==> src/rtl/adf4159_reg_seq.sv <==
// ADF4159 register sequencer: an 11-word shadow file that is streamed, one
// word per load/busy handshake, to the downstream SPI shifter.
module adf4159_reg_seq #(
  parameter int GAP_CYCLES  = 4,
  parameter int ACK_TIMEOUT = 64
) (
  input  logic        clk,
  input  logic        rst,
  input  logic        wr_en,
  input  logic [3:0]  wr_addr,
  input  logic [31:0] wr_data,
  input  logic        init_start,
  input  logic        tune_start,
  input  logic        spi_busy,
  output logic        load,
  output logic [31:0] reg_var,
  output logic        busy,
  output logic        done,
  output logic        err
);

  localparam int NUM_SLOTS = 11;
  localparam int TO_W      = $clog2(ACK_TIMEOUT + 1);
  localparam int GAP_LEN   = (GAP_CYCLES > 0) ? GAP_CYCLES : 1;
  localparam int GAP_W     = $clog2(GAP_LEN + 1);
  localparam logic [TO_W-1:0]  TO_LIMIT = TO_W'(ACK_TIMEOUT);
  localparam logic [GAP_W-1:0] GAP_LAST = GAP_W'(GAP_LEN - 1);

  typedef enum logic [2:0] {
    S_IDLE,
    S_FETCH,
    S_ISSUE,
    S_WAIT_ACK,
    S_WAIT_DONE,
    S_GAP
  } state_t;

  // Control bits [2:0] that each shadow slot always carries.
  function automatic logic [2:0] slot_ctrl(input logic [3:0] slot);
    logic [2:0] c;
    case (slot)
      4'd0:          c = 3'd7;
      4'd1, 4'd2:    c = 3'd6;
      4'd3, 4'd4:    c = 3'd5;
      4'd5, 4'd6:    c = 3'd4;
      4'd7:          c = 3'd3;
      4'd8:          c = 3'd2;
      4'd9:          c = 3'd1;
      default:       c = 3'd0;
    endcase
    return c;
  endfunction

  function automatic logic [31:0] force_ctrl(input logic [31:0] word, input logic [3:0] slot);
    return (word & 32'hFFFF_FFF8) | {29'd0, slot_ctrl(slot)};
  endfunction

  logic [31:0]      shadow_r [NUM_SLOTS];
  state_t           state_r, state_nxt;
  logic [3:0]       ptr_r, ptr_nxt;
  logic [3:0]       end_r, end_nxt;
  logic [TO_W-1:0]  to_cnt_r, to_cnt_nxt, to_inc;
  logic [GAP_W-1:0] gap_cnt_r, gap_cnt_nxt;
  logic             load_nxt, busy_nxt, done_nxt, err_nxt;
  logic [31:0]      reg_var_nxt;

  // Shadow file: writable in any state, control bits forced per slot.
  always_ff @(posedge clk or negedge rst) begin
    if (!rst) begin
      for (int i = 0; i < NUM_SLOTS; i++) begin
        shadow_r[i] <= {29'd0, slot_ctrl(4'(i))};
      end
    end else if (wr_en && (wr_addr < 4'd11)) begin
      shadow_r[wr_addr] <= force_ctrl(wr_data, wr_addr);
    end
  end

  // Sequencer next-state and registered-output logic.
  always_comb begin
    state_nxt   = state_r;
    ptr_nxt     = ptr_r;
    end_nxt     = end_r;
    to_cnt_nxt  = to_cnt_r;
    gap_cnt_nxt = gap_cnt_r;
    load_nxt    = load;
    reg_var_nxt = reg_var;
    busy_nxt    = busy;
    done_nxt    = 1'b0;
    err_nxt     = err;
    to_inc      = (to_cnt_r == TO_LIMIT) ? TO_LIMIT : (to_cnt_r + TO_W'(1));

    case (state_r)
      S_IDLE: begin
        if (init_start) begin
          ptr_nxt   = 4'd0;
          end_nxt   = 4'd10;
          err_nxt   = 1'b0;
          busy_nxt  = 1'b1;
          state_nxt = S_FETCH;
        end else if (tune_start) begin
          ptr_nxt   = 4'd9;
          end_nxt   = 4'd10;
          err_nxt   = 1'b0;
          busy_nxt  = 1'b1;
          state_nxt = S_FETCH;
        end else begin
          state_nxt = S_IDLE;
        end
      end
      S_FETCH: begin
        reg_var_nxt = shadow_r[ptr_r];
        state_nxt   = S_ISSUE;
      end
      S_ISSUE: begin
        load_nxt   = 1'b1;
        to_cnt_nxt = '0;
        state_nxt  = S_WAIT_ACK;
      end
      S_WAIT_ACK: begin
        if (spi_busy) begin
          load_nxt  = 1'b0;
          state_nxt = S_WAIT_DONE;
        end else begin
          to_cnt_nxt = to_inc;
          if (to_inc == TO_LIMIT) begin
            // Shifter never acknowledged: abandon the whole sequence.
            load_nxt  = 1'b0;
            err_nxt   = 1'b1;
            busy_nxt  = 1'b0;
            state_nxt = S_IDLE;
          end else begin
            state_nxt = S_WAIT_ACK;
          end
        end
      end
      S_WAIT_DONE: begin
        if (!spi_busy) begin
          gap_cnt_nxt = '0;
          state_nxt   = S_GAP;
        end else begin
          state_nxt = S_WAIT_DONE;
        end
      end
      S_GAP: begin
        if (gap_cnt_r == GAP_LAST) begin
          if (ptr_r == end_r) begin
            done_nxt  = 1'b1;
            busy_nxt  = 1'b0;
            state_nxt = S_IDLE;
          end else begin
            ptr_nxt   = ptr_r + 4'd1;
            state_nxt = S_FETCH;
          end
        end else begin
          gap_cnt_nxt = gap_cnt_r + GAP_W'(1);
          state_nxt   = S_GAP;
        end
      end
      default: begin
        load_nxt  = 1'b0;
        busy_nxt  = 1'b0;
        state_nxt = S_IDLE;
      end
    endcase
  end

  // Sequencer state and output registers.
  always_ff @(posedge clk or negedge rst) begin
    if (!rst) begin
      state_r   <= S_IDLE;
      ptr_r     <= 4'd0;
      end_r     <= 4'd0;
      to_cnt_r  <= '0;
      gap_cnt_r <= '0;
      load      <= 1'b0;
      reg_var   <= 32'd0;
      busy      <= 1'b0;
      done      <= 1'b0;
      err       <= 1'b0;
    end else begin
      state_r   <= state_nxt;
      ptr_r     <= ptr_nxt;
      end_r     <= end_nxt;
      to_cnt_r  <= to_cnt_nxt;
      gap_cnt_r <= gap_cnt_nxt;
      load      <= load_nxt;
      reg_var   <= reg_var_nxt;
      busy      <= busy_nxt;
      done      <= done_nxt;
      err       <= err_nxt;
    end
  end

endmodule

==> config.mk <==
export PLATFORM = sky130hd
export DESIGN_NAME = adf4159_reg_seq
export DESIGN_NICKNAME = d
export VERILOG_FILES = /design/src/rtl/adf4159_reg_seq.sv
export SDC_FILE = /design/constraint.sdc
export NUM_CORES = 1
export LEC_CHECK = 0
export CAP_MARGIN = 20
export CORE_UTILIZATION = 55
export CTS_CLUSTER_SIZE = 10
export DETAILED_ROUTE_END_ITERATION = 7
export GPL_TIMING_DRIVEN = 0
export PLACE_DENSITY = 0.72
export SETUP_SLACK_MARGIN = 0.05
export SLEW_MARGIN = 20
export SYNTH_ARGS = -nofsm -noshare
export SYNTH_HDL_FRONTEND = slang
export SYNTH_SLANG_ARGS = --single-unit
==> constraint.sdc <==
create_clock -name clk -period 1.8 [get_ports clk]
set_input_delay 0.54 -clock clk [delete_from_list [all_inputs] [get_ports clk]]
set_output_delay 0.54 -clock clk [all_outputs]
set_load 0.03 [all_outputs]
==> flow_summary.ini <==
[outcome]
status = complete, but fails checks
violations = negative setup slack

[clock_tree]
cts_tree = yes
clockBufferDepth = 3
cts_max_level = 2
clock_sinks = 406
numCtsBuffers = 47
clk_pin_slew_ps = 50
insertion_delay_ps = 540
cts_root_buffer = clkbuf_16

[timing]
maxSlewHeadroom = 0.534
period_share = 1.06
grt_setup_unrepaired = true
hold_violations = 0
clock_skew_ps = 9.91
drv_slew = 0
setup-tns-final_ps = -1060
fmax_mhz = 526
worst_slew_pin_slew_ps = 699
setup_ws_ps = -100
period_minus_slack_ps = 1900
setup-violations-final = 25

[drt]
vias_per_cell = 5.87
wl_per_cell_um = 22.5
drc_errors = 0
drtIter0Drc = 938
ant_nets = 0
vias = 11400
drt_wl_total_um = 43800
drtPass1Iterations = 5

[global_routing]
grt_max_degree = 100
grt_overflow_total = 0
antenna_found_initial = 1
grt_pass1_vias = 12000
grt_pass1_wl_um = 68700
track_usage = 0.266

[logic_synthesis]
yosysWarnings = 0
synth-adder-area-share = 0.00677
ys_seq_area_frac = 0.551
yosys.area.top_type = dfrtp_1
synthDistinctLibCells = 49
synth_compound_area_frac = 0.0650
synth-xor-area-share = 0.00237
synthesis.area_um2 = 18500
ys_ff_latch = 406
synth-simple-area-share = 0.0533
synth_area_leaders = dfrtp_1, mux2_2, mux4_2
syn-instance-count = 1327
synth_edf_count = 0
muxShareOfSynthArea = 0.290
synth_top_family_by_area = multiplexers
syn_nets = 1379
async_reset_ff_frac = 1.00
synth_top_cell_area_share = 0.527
syn_area_per_cell_um2 = 13.9
synthFlopType = dfrtp_1

[critical_path]
crit_chain = buf_12 > buf_12 > mux4_2 > and2_4 > a221oi_4 > o21ai_1
startpoint_type = flip-flop
cp.required_ps = 2210
criticalPathCategory = flip-flop to flip-flop
arrival_ps = 2310
end_kind = flip-flop
crit_path_top_delay_cell = mux4_2
cp.depth = 6
cp_slowest_stage_delay_ps = 520
path_common_cell = buf_12
ff2ff_path_depth = 6
cp_num_buf_inv = 2
crit_family = multiplexers
cp_max_fo = 10
ff2ff_setup_slack_ps = -100

[power]
clkPwrFrac = 0.281
p_per_area_nw_per_um2 = 1410
leakage_nw = 9.51
p_sw_frac = 0.313
power_switching_mw = 9.74
power_frac_seq = 0.403
vdd_drop_max_v = 0.000816
comb_power_share = 0.315
power_mw = 31.2
p_int_mw = 21.4

[placement]
port_buffers = 74
gp_congestion = 0.803
place_area_um2 = 19900
dp_slack_ps = -999
hpwl_um = 27900

[hold_path]
min_path_cells = 2
min_path_type = flip-flop to flip-flop

[die]
die-area_um2 = 34300
core_um2 = 32800
die_height_um = 185
die_w_um = 185
num_rows = 66
ios = 78
initial_core_util = 0.564

[cells_and_area]
nets = 1520
final_cell_area_um2 = 22100
drive_above_1_share = 0.462
syn2layout_area_growth_pct = 19.7

[job]
drv_cap = 0
stage by stage:
step / utilization / hold WS, ps / std cells
after global routing: 0.675 / 501 / 1948
after CTS: 0.668 / 479 / 1943
after floorplan: - / 244 / 1327
final: 0.675 / 475 / 1949
after global placement: 0.605 / 459 / 1843
after detailed placement: 0.609 / 461 / 1847
cell type report:
| cell class | count | area (um^2) |
|---|---|---|
| Timing Repair Buffer | 94 | 835 |
| Fill cell | 2341 | 10700 |
| Multi-Input combinational cell | 794 | 8110 |
| Sequential cell | 406 | 10200 |
| Inverter | 13 | 48.8 |
| Clock buffer | 86 | 1400 |
| Antenna cell | 1 | 2.50 |
| Tap cell | 442 | 553 |
| Buffer | 112 | 988 |
| Clock inverter | 1 | 8.76 |
synth_stat cells (all sizes together), types with 3 or more instances:
master and count:
and2 39, mux2 319, ha 10, and3 5, nor3 3, mux2i 32, nand4 3, inv 13
mux4 64, or2 7, a21oi 11, o21ai 93, dfstp 17, xnor2 4, nand2b 7, nor2b 3
nor2 22, nand2 100, buf 65, a221oi 33, dfrtp 389, clkbuf 49, a31oi 4, nand3 10
cells by family (layout without fill, tap and decap cells):
kind of cell / count (synthesis) / count (layout)
AND/OR/NAND/NOR: 203 / 203
adder cells (fa/ha/maj): 10 / 10
buffers and inverters: 127 / 306
other: 0 / 1
flip-flops: 406 / 406
AO/OA/AOI/OAI: 161 / 161
XOR/XNOR: 5 / 5
multiplexers: 415 / 415
per-layer routing:
layer,global-route usage,up-vias,part of all wire
li1,-,5096,-
met1,0.393,6008,0.47
met2,0.414,266,0.47
met3,0.0348,64,0.041
met4,0.0750,0,0.023
met5,0,-,0
cell usage in the layout, fill, tap and decap left out, drive strengths merged, types with 10 or more instances in the layout:
| master | netlist | routed |
|---|---|---|
| clkdlybuf4s50 | 0 | 32 |
| mux2 | 319 | 319 |
| and2 | 39 | 39 |
| nor2 | 22 | 22 |
| buf | 65 | 119 |
| a221oi | 33 | 33 |
| a21oi | 11 | 11 |
| o21ai | 93 | 93 |
| nand2 | 100 | 100 |
| nand3 | 10 | 10 |
| inv | 13 | 13 |
| mux4 | 64 | 64 |
| dfrtp | 389 | 389 |
| ha | 10 | 10 |
| mux2i | 32 | 32 |
| dfstp | 17 | 17 |
| clkbuf | 49 | 137 |
state kept, by name, summed over array words and instances (netlist names):
| signal | flops |
|---|---|
| shadow_r | 352 |
| reg_var | 32 |
| to_cnt_r | 7 |
| ptr_r | 4 |
| gap_cnt_r | 3 |
| state_r | 3 |
| busy | 1 |
| done | 1 |
| end_r | 1 |
| err | 1 |
| load | 1 |
timing repair:
| action | CTS | global route |
|---|---|---|
| hold endpoints to repair | 31 | 0 |
| buffers inserted | 7 | 6 |
| hold buffers | 1 | 0 |
| pin swaps | 10 | 12 |
| gates resized for setup | 323 | 96 |
| cloned | 2 | 1 |
| setup endpoints to repair | 419 | 214 |
power by group through the flow:
stage | clock network, mW | logic, mW | registers, mW
4_1_cts | 8.88 | 9.67 | 12.5
6_report | 8.76 | 9.83 | 12.6
5_1_grt | 9.27 | 10.6 | 12.8
3_5_place_dp | 0 | 8.95 | 12.7
2_1_floorplan | 0 | 5.90 | 12.9
3_3_place_gp | 0 | 8.71 | 12.6
path summary, 6_finish.rpt:
check	start	endpoint
min in group asynchronous	rst	to_cnt_r[4]$_DFFE_PN0P_
max	ptr_r[0]$_DFFE_PN0P_	reg_var[1]$_DFFE_PN0P_
max reg2reg	ptr_r[0]$_DFFE_PN0P_	reg_var[1]$_DFFE_PN0P_
min reg2reg	reg_var[9]$_DFFE_PN0P_	reg_var[9]$_DFFE_PN0P_
min	reg_var[9]$_DFFE_PN0P_	reg_var[9]$_DFFE_PN0P_
max in group asynchronous	rst	shadow_r[336]$_DFFE_PN0P_
worst register-to-register path, stage by stage (launching register included):
cell and delay, ps:
dfrtp_2 400, buf_12 170, buf_12 170, mux4_2 520
and2_4 180, a221oi_4 250, o21ai_1 90
(Power assumes the default switching activity.)
